## config.mk

```make
export PLATFORM = sky130hd
export DESIGN_NAME = alu_arbiter
export DESIGN_NICKNAME = d
export VERILOG_FILES = /design/src/rtl/alu_arbiter_pkg.sv /design/src/rtl/alu_arbiter_rr.sv /design/src/rtl/alu_arbiter.sv
export SDC_FILE = /design/constraint.sdc
export NUM_CORES = 1
export LEC_CHECK = 0
export BUFFER_PORTS_ARGS = -buffer_cell sky130_fd_sc_hd__buf_2
export CORE_MARGIN = 1.5
export CORE_UTILIZATION = 42
export CTS_CLUSTER_SIZE = 40
export DETAILED_ROUTE_END_ITERATION = 10
export GPL_ROUTABILITY_DRIVEN = 0
export PLACE_DENSITY = 0.91
export SLEW_MARGIN = 20
export SYNTH_ARGS = -nofsm -noshare
export SYNTH_HDL_FRONTEND = slang
export SYNTH_SLANG_ARGS = --single-unit
```

## constraint.sdc

```tcl
create_clock -name clk -period 3.16 [get_ports clk]
set_input_delay 0 -clock clk [delete_from_list [all_inputs] [get_ports clk]]
set_output_delay 0 -clock clk [all_outputs]
set_load 0.05 [all_outputs]
```

## src/rtl/alu_arbiter_pkg.sv

```systemverilog
// Shared definitions for the ALU arbiter: opcode constants, default widths,
// response-slot state type and the response tag width helper.
package alu_arbiter_pkg;

  localparam int DATA_W_DEF = 16;
  localparam int CODE_W_DEF = 4;

  localparam logic [3:0] OP_NOP = 4'b0000;
  localparam logic [3:0] OP_ADD = 4'b1000;
  localparam logic [3:0] OP_SUB = 4'b0100;
  localparam logic [3:0] OP_BEQ = 4'b1100;
  localparam logic [3:0] OP_BLT = 4'b1101;
  localparam logic [3:0] OP_BGT = 4'b1110;

  typedef enum logic {
    ST_EMPTY = 1'b0,
    ST_FULL  = 1'b1
  } slot_state_t;

  function automatic int id_width(input int n);
    return (n > 1) ? $clog2(n) : 1;
  endfunction

endpackage

```

## src/rtl/alu_arbiter_rr.sv

```systemverilog
// Round-robin pick: the first set request at or above the pointer, wrapping
// modulo NUM_REQ. The grant vector is masked by enable; the index is not.
module alu_arbiter_rr #(
  parameter int NUM_REQ = 2,
  parameter int ID_W    = 1
) (
  input  logic [NUM_REQ-1:0] req,
  input  logic [ID_W-1:0]    ptr,
  input  logic               en,
  output logic [NUM_REQ-1:0] grant,
  output logic [ID_W-1:0]    idx,
  output logic               any
);

  // Pick the valid requester with the smallest distance above the pointer
  always_comb begin
    int dist_s;
    int best_s;
    dist_s = 0;
    best_s = NUM_REQ;
    idx    = '0;
    any    = 1'b0;
    for (int i = 0; i < NUM_REQ; i++) begin
      dist_s = i - int'(ptr);
      if (dist_s < 0) begin
        dist_s = dist_s + NUM_REQ;
      end else begin
        dist_s = dist_s;
      end
      if (req[i] && (dist_s < best_s)) begin
        best_s = dist_s;
        idx    = ID_W'(i);
        any    = 1'b1;
      end else begin
        best_s = best_s;
      end
    end
    grant = '0;
    for (int i = 0; i < NUM_REQ; i++) begin
      grant[i] = en && any && (idx == ID_W'(i));
    end
  end

endmodule

```

## src/rtl/alu_arbiter.sv

```systemverilog
// Shares one combinational ALU among NUM_REQ requesters; the selected result is
// held in a one-entry tagged response register with full back-to-back throughput.
module alu_arbiter
  import alu_arbiter_pkg::*;
#(
  parameter int NUM_REQ = 2,
  parameter int DATA_W  = DATA_W_DEF,
  parameter int CODE_W  = CODE_W_DEF,
  parameter int ID_W    = id_width(NUM_REQ)
) (
  input  logic                      clk,
  input  logic                      rst_n,
  input  logic [NUM_REQ-1:0]        req_valid,
  output logic [NUM_REQ-1:0]        req_ready,
  input  logic [NUM_REQ*CODE_W-1:0] req_code,
  input  logic [NUM_REQ*DATA_W-1:0] req_a,
  input  logic [NUM_REQ*DATA_W-1:0] req_b,
  output logic [CODE_W-1:0]         alu_code,
  output logic [DATA_W-1:0]         alu_a,
  output logic [DATA_W-1:0]         alu_b,
  input  logic [DATA_W-1:0]         alu_accum,
  input  logic                      alu_branch,
  output logic                      rsp_valid,
  input  logic                      rsp_ready,
  output logic [ID_W-1:0]           rsp_id,
  output logic [DATA_W-1:0]         rsp_accum,
  output logic                      rsp_branch,
  output logic [15:0]               busy_cnt
);

  slot_state_t         state_r;
  logic                rsp_valid_r;
  logic [ID_W-1:0]     rsp_id_r;
  logic [DATA_W-1:0]   rsp_accum_r;
  logic                rsp_branch_r;
  logic [15:0]         busy_cnt_r;
  logic [ID_W-1:0]     ptr_r;
  logic [ID_W-1:0]     ptr_nxt_s;
  logic [NUM_REQ-1:0]  grant_s;
  logic [ID_W-1:0]     gidx_s;
  logic                any_s;
  logic                can_issue_s;
  logic                accept_s;

  // A new op may enter when the slot is empty or is being drained this cycle
  assign can_issue_s = (state_r == ST_EMPTY) | rsp_ready;

  alu_arbiter_rr #(
    .NUM_REQ (NUM_REQ),
    .ID_W    (ID_W)
  ) u_rr (
    .req   (req_valid),
    .ptr   (ptr_r),
    .en    (can_issue_s),
    .grant (grant_s),
    .idx   (gidx_s),
    .any   (any_s)
  );

  assign req_ready = grant_s;
  assign accept_s  = |(req_valid & grant_s);

  // Steer the picked requester to the ALU even while stalled; zero when idle
  always_comb begin
    alu_code = '0;
    alu_a    = '0;
    alu_b    = '0;
    for (int i = 0; i < NUM_REQ; i++) begin
      if (any_s && (gidx_s == ID_W'(i))) begin
        alu_code = req_code[i*CODE_W +: CODE_W];
        alu_a    = req_a[i*DATA_W +: DATA_W];
        alu_b    = req_b[i*DATA_W +: DATA_W];
      end else begin
        alu_code = alu_code;
      end
    end
  end

  // Pointer moves just past the winner so it gets lowest priority next time
  always_comb begin
    if (gidx_s == ID_W'(NUM_REQ - 1)) begin
      ptr_nxt_s = '0;
    end else begin
      ptr_nxt_s = gidx_s + ID_W'(1);
    end
  end

  // Slot-occupancy FSM with response register, op counter and RR pointer
  always_ff @(posedge clk or negedge rst_n) begin
    if (!rst_n) begin
      state_r      <= ST_EMPTY;
      rsp_valid_r  <= 1'b0;
      rsp_id_r     <= '0;
      rsp_accum_r  <= '0;
      rsp_branch_r <= 1'b0;
      busy_cnt_r   <= 16'd0;
      ptr_r        <= '0;
    end else begin
      case (state_r)
        ST_EMPTY: begin
          if (accept_s) begin
            state_r     <= ST_FULL;
            rsp_valid_r <= 1'b1;
          end else begin
            state_r     <= ST_EMPTY;
            rsp_valid_r <= 1'b0;
          end
        end
        ST_FULL: begin
          if (accept_s) begin
            state_r     <= ST_FULL;
            rsp_valid_r <= 1'b1;
          end else if (rsp_ready) begin
            state_r     <= ST_EMPTY;
            rsp_valid_r <= 1'b0;
          end else begin
            state_r     <= ST_FULL;
            rsp_valid_r <= 1'b1;
          end
        end
        default: begin
          state_r     <= ST_EMPTY;
          rsp_valid_r <= 1'b0;
        end
      endcase
      if (accept_s) begin
        rsp_id_r     <= gidx_s;
        rsp_accum_r  <= alu_accum;
        rsp_branch_r <= alu_branch;
        busy_cnt_r   <= busy_cnt_r + 16'd1;
        ptr_r        <= ptr_nxt_s;
      end else begin
        ptr_r <= ptr_r;
      end
    end
  end

  assign rsp_valid  = rsp_valid_r;
  assign rsp_id     = rsp_id_r;
  assign rsp_accum  = rsp_accum_r;
  assign rsp_branch = rsp_branch_r;
  assign busy_cnt   = busy_cnt_r;

endmodule

```

==> results of run 1 <==
[through the flow]
stage	instance area (um2)	hold WS [ns]	worst slack, ns	util (%)	instances
global placement	2841	0.1158	1.355	63.94	472
floorplan	1992	-0.2956	1.366	-	265
global route	3118	0.07715	1.222	70.16	497
detailed placement	2841	0.1270	1.280	63.94	472
finish	3118	0.05613	1.363	70.16	497
CTS	3118	0.05553	1.338	70.16	497
[cell usage after synthesis (all sizes together)]
cell	instances	share of area, %
dfrtp	36	45
a21oi	1	0.25
a21o	1	0.38
nand3	41	10
nor4	1	1.1
nand4	6	1.9
xor2	5	2.2
ha	1	0.63
a21boi	1	0.57
buf	13	3.1
and3	3	0.94
o21ai	2	0.88
nor2b	1	0.31
nor3	2	1.1
nand2b	1	0.31
xnor2	10	4.4
nand2	131	25
inv	3	0.57
nor2	6	1.3
[flip-flops by register name, summed over array words and instances, names as in the netlist]
register and flops:
rsp_branch 1, rsp_accum 16, rsp_id 1, ptr_r 1, rsp_valid 1, busy_cnt 16
[worst max-delay path, cell delays in order, from the launching register on]
cell and delay (ns):
dfrtp_1 0.36, inv_1 0.07, a21boi_2 0.25, buf_4 0.38
nand2_1 0.13, nand2_1 0.07, buf_2 0.26
[power by group through the flow]
stage / clock network (W) / logic, W / registers [W]
CTS: 0.000357 / 0.000908 / 0.000629
global placement: 0 / 0.000872 / 0.000633
floorplan: 0 / 0.000360 / 0.000913
global route: 0.000373 / 0.000959 / 0.000644
finish: 0.000348 / 0.000908 / 0.000632
detailed placement: 0 / 0.000890 / 0.000637
[kinds of logic (layout without fill, tap and decap cells)]
| kind of cell | after synthesis | count (layout) | share of synthesized area, % |
|---|---|---|---|
| AO/OA/AOI/OAI | 5 | 5 | 2.073 |
| XOR/XNOR | 15 | 15 | 6.595 |
| adder cells (fa/ha/maj) | 1 | 1 | 0.6280 |
| buffers and inverters | 16 | 196 | 3.643 |
| flip-flops | 36 | 36 | 45.23 |
| AND/OR/NAND/NOR | 192 | 192 | 41.84 |
[final cells by class]
| type | instances | area, um2 | area share (%) |
|---|---|---|---|
| Clock buffer | 7 | 96.34 | 3.090 |
| Inverter | 3 | 11.26 | 0.3612 |
| Multi-Input combinational cell | 213 | 1018 | 32.66 |
| Sequential cell | 36 | 900.9 | 28.89 |
| Tap cell | 52 | 65.06 | 2.087 |
| Timing Repair Buffer | 186 | 1026 | 32.91 |
[final timing paths]
kind,from,endpoint,slack [ns],depth (start not counted)
worst max-delay path,ptr_r$_DFFE_PN0P_,alu_a[3],1.36,6
worst min-delay path,rsp_ready,rsp_valid$_DFF_PN0_,0.06,3
worst max register to register,rsp_valid$_DFF_PN0_,busy_cnt[2]$_DFFE_PN0P_,1.53,4
worst min register to register,busy_cnt[15]$_DFFE_PN0P_,busy_cnt[15]$_DFFE_PN0P_,0.47,1
max in group asynchronous,rst_n,ptr_r$_DFFE_PN0P_,2.34,2
min in group asynchronous,rst_n,busy_cnt[13]$_DFFE_PN0P_,0.32,2
[routing by layer]
layer  vias up  part of all wire [%]
li1       1208                     -
met1      1146                    38
met2       111                    53
met3        12                   7.1
met4         0                   1.6
met5         -                     0
==> impl_metrics.ini, run 1 <==
[outcome]
status = finished with violations
violations = design-rule violations

[synth]
ys_ff_latch = 36
synth_warnings = 0
seq_area_frac_synth_pct = 45.23
synthDistinctLibCells = 22
netlist_instances = 265
synth_area_mm2 = 0.001992
synth_nets = 360
syn-mean-instance-area_um2 = 7.517

[clock_tree]
cts-resized-gates = 0
cts_made_buffers = 5
path_clk_slew_ns = 0.07
htreeDepth = 2
cts.path.max_buffers = 2
cts_setup_buffers = 0
clock_latency_ns = 0.28
cts_tree = built
cts_root_buf = clkbuf_8
hold_buffers = 18
cts_sinks = 36

[floorplan]
num_rows = 24
die_w_um = 71.87
die-area_mm2 = 0.005165
die_y_um = 71.87
coreArea_mm2 = 0.004444
initial_core_util_pct = 44.82
io_pins = 167

[power]
p_leak_nw = 1.873
finalPower_w = 0.001887
p_int_w = 0.0009655
seqPwrFrac_pct = 33.5
vdd_ir_drop_max_v = 0.0004287
p_per_area_mw_per_mm2 = 605.3
clockPowerShare_pct = 18.5
power.combinational.fraction_pct = 48.1
p_sw_share_pct = 48.84
switching_power_w = 0.0009218

[global_routing]
grt_use_total_pct = 25.17
met2_usage_pct = 44.75
grt_pass1_wl_um = 10180
grt_max_degree = 41
grt_use_met1_pct = 30.81
antenna_found_initial = 0
use_met3_pct = 4.782
top_usage_layer = met2
grt_pass1_vias = 2213
overflow = 0

[worst_setup_path]
worstSetupPathType = flop to output pin
setup.worst_path.end_class = output pin
cp_max_fo = 34
required_ns = 3.16
arrival_ns = 1.80
cp-start-kind = flop

[final_layout]
nNetsFinal = 540
drive_above_1_share_pct = 40.67
final_common_cell = buf_2
syn_to_final_growth_pct = 56.53
mostFrequentLayoutCells = 166 x buf_2, 131 x nand2_1, 41 x nand3_1, 36 x dfrtp_1, 18 x dlygate4sd3_1
fillers = 362
n_antenna_cell = 0

[route]
vias = 2477
ant_nets = 0
wl_per_cell_um = 13.60
first_pass_iters = 10
routed_wl_um = 6761
viasPerCell = 4.984
drtIter0Drc = 181
drcViolationCount = 12

[sta]
fin_crit_ns = 1.797
period_share_pct = 56.88
finClkSkew_ns = 0.004558
drv_slew = 0
slew_headroom_pct = 32.94
tightest_slew_ns = 1.006
setup_viol = 0
max_freq_mhz = 556.4
finalSetupTns_ns = 0
hold_viol = 0
rsz0062_at_grt = false

[job]
max_cap_violations = 0

[placement]
dp_hpwl_um = 4875
numPortBuffers = 166

[hold_path]
hold_path.class = input port to flop
Power figures use the tool's default switching activity.
==> inputs of run 2 (changes only) <==
- CORE_UTILIZATION: 42 -> 39
- PLACE_DENSITY: 0.91 -> 0.85
- clock period: 3.16 -> 1.85 ns (I/O delays scaled with it)
==> run 2 against run 1 <==
The flow now finishes without violations. First-iteration DRC count decreased by 54%. Die area increased by 7.4%. Critical path depth decreased by 2. Critical path type unchanged.
==> impl_metrics.ini, run 2 (synthesis gave the netlist of run 1 again) <==
[sta]
fin_crit_ns = 1.677
rsz0062_at_grt = false
setup_viol = 0
hold_viol = 0
finalSetupTns_ns = 0
period_share_pct = 90.66
finClkSkew_ns = 0.01041
max_freq_mhz = 596.2
finalWorstSetupSlack_ns = 0.1728
slew_headroom_pct = 31.67
tightest_slew_ns = 1.025
drv_slew = 0

[clock_tree]
cts-resized-gates = 0
cts_sinks = 36
clock_latency_ns = 0.28
cts_root_buf = clkbuf_8
cts_tree = built
cts.path.max_buffers = 2
htreeDepth = 2
path_clk_slew_ns = 0.06
cts_made_buffers = 5

[placement]
numPortBuffers = 166
dp_hpwl_um = 4759
pre_cts_ws_ns = 0.2322

[floorplan]
die_w_um = 74.47
initial_core_util_pct = 41.35
io_pins = 167
num_rows = 25
die-area_mm2 = 0.005545
coreArea_mm2 = 0.004817
die_y_um = 74.47

[final_layout]
fillers = 436
final_util_pct = 65.22
drive_above_1_share_pct = 40.72
final_common_cell = buf_2
mostFrequentLayoutCells = 166 x buf_2, 131 x nand2_1, 41 x nand3_1, 36 x dfrtp_1, 18 x dlygate4sd3_1
nNetsFinal = 541
syn_to_final_growth_pct = 57.73
n_antenna_cell = 0

[global_routing]
grt_pass1_wl_um = 9335
grt_max_degree = 38
grt_pass1_vias = 2148
grt_use_total_pct = 21.92
use_met3_pct = 4.336
grt_use_met1_pct = 26.31
top_usage_layer = met2
met2_usage_pct = 40.48
antenna_found_initial = 0
overflow = 0

[worst_setup_path]
required_ns = 1.85
rr_endpoint = busy_cnt[2]$_DFFE_PN0P_
startpoint = rsp_valid$_DFF_PN0_
regToRegStartpoint = rsp_valid$_DFF_PN0_
setup.worst_path.end_class = output pin
cp-start-kind = flop
worstSetupPathType = flop to output pin
arrival_ns = 1.68
reg2regPathDepth = 4
cp_max_fo = 25
ff2ff_setup_slack_ns = 0.21

[route]
first_pass_iters = 4
ant_nets = 0
vias = 2401
wl_per_cell_um = 12.81
viasPerCell = 4.671
routed_wl_um = 6582
drcViolationCount = 0
drtIter0Drc = 84

[hold_path]
whs_path_depth = 3
whs_endpoint = rsp_valid$_DFF_PN0_
hold_path.class = input port to flop
hp-start = rsp_ready

[job]
max_cap_violations = 0

[power]
p_leak_nw = 1.872
p_per_area_mw_per_mm2 = 1015
vdd_ir_drop_max_v = 0.0007402

[outcome]
status = finished clean
[run 2: cell types whose count changed in the layout (fill, tap and decap cells not counted), sizes merged]
cell / previous run / this run
buf: 168 / 169
clkinvlp: 0 / 1
[run 2: what timing repair did]
item	CTS	global route
setup endpoints to repair	0	0
endpoints found under the hold margin	53	0
hold buffers	18	0
buffers inserted	0	0
[run 2: per-stage QoR]
stage | total power [W] | hold WS (ns) | area [um2] | instances
4_1_cts | 0.003208 | 0.06268 | 3142 | 514
6_report | 0.003188 | 0.07123 | 3142 | 514
2_1_floorplan | 0.002175 | -0.2956 | 1992 | 265
3_5_place_dp | 0.002599 | 0.1292 | 2868 | 488
5_1_grt | 0.003362 | 0.08231 | 3142 | 514
3_3_place_gp | 0.002571 | 0.1200 | 2868 | 488
[run 2: worst max-delay path by stage]
| stage | depth (start not counted) | slack (ns) | endpoint |
|---|---|---|---|
| 4_1_cts | 4 | 0.15 | req_ready[1] |
| 5_1_grt | 4 | 0.02 | req_ready[1] |
| 2_1_floorplan | 4 | 0.06 | ptr_r$_DFFE_PN0P_ |
| 3_3_place_gp | 4 | 0.27 | busy_cnt[2]$_DFFE_PN0P_ |
| 3_5_place_dp | 4 | 0.23 | busy_cnt[2]$_DFFE_PN0P_ |
| 6_report | 4 | 0.17 | req_ready[1] |
[run 2: layout make-up]
class,instances,area [um2],share of cell area (%)
timing repair buffer,187,1033,32.90
clock inverter,1,7.507,0.2389
inverter,3,11.26,0.3584
tap,67,83.83,2.668
multi-input combinational,213,1018,32.42
clock buffer,7,86.33,2.748
sequential,36,900.9,28.67
[run 2: power breakdown]
part	switching (W)	total, W	internal [W]
sequential	0.000147	0.00108	0.000930
clock	0.000270	0.000573	0.000302
combinational	0.00115	0.00154	0.000386
total	0.00157	0.00319	0.00162
[run 2: per-layer routing]
layer  up-vias  wire length, um
li1       1212                -
met1      1088             2631
met2        97             3428
met3         4              490
met4         0               31
met5         -                0
[run 2: worst max-delay path, cell delays in order (launching register included)]
cell	delay [ns]
dfrtp_1	0.39
nand2b_1	0.12
o21ai_2	0.29
nor2_1	0.28
buf_2	0.31
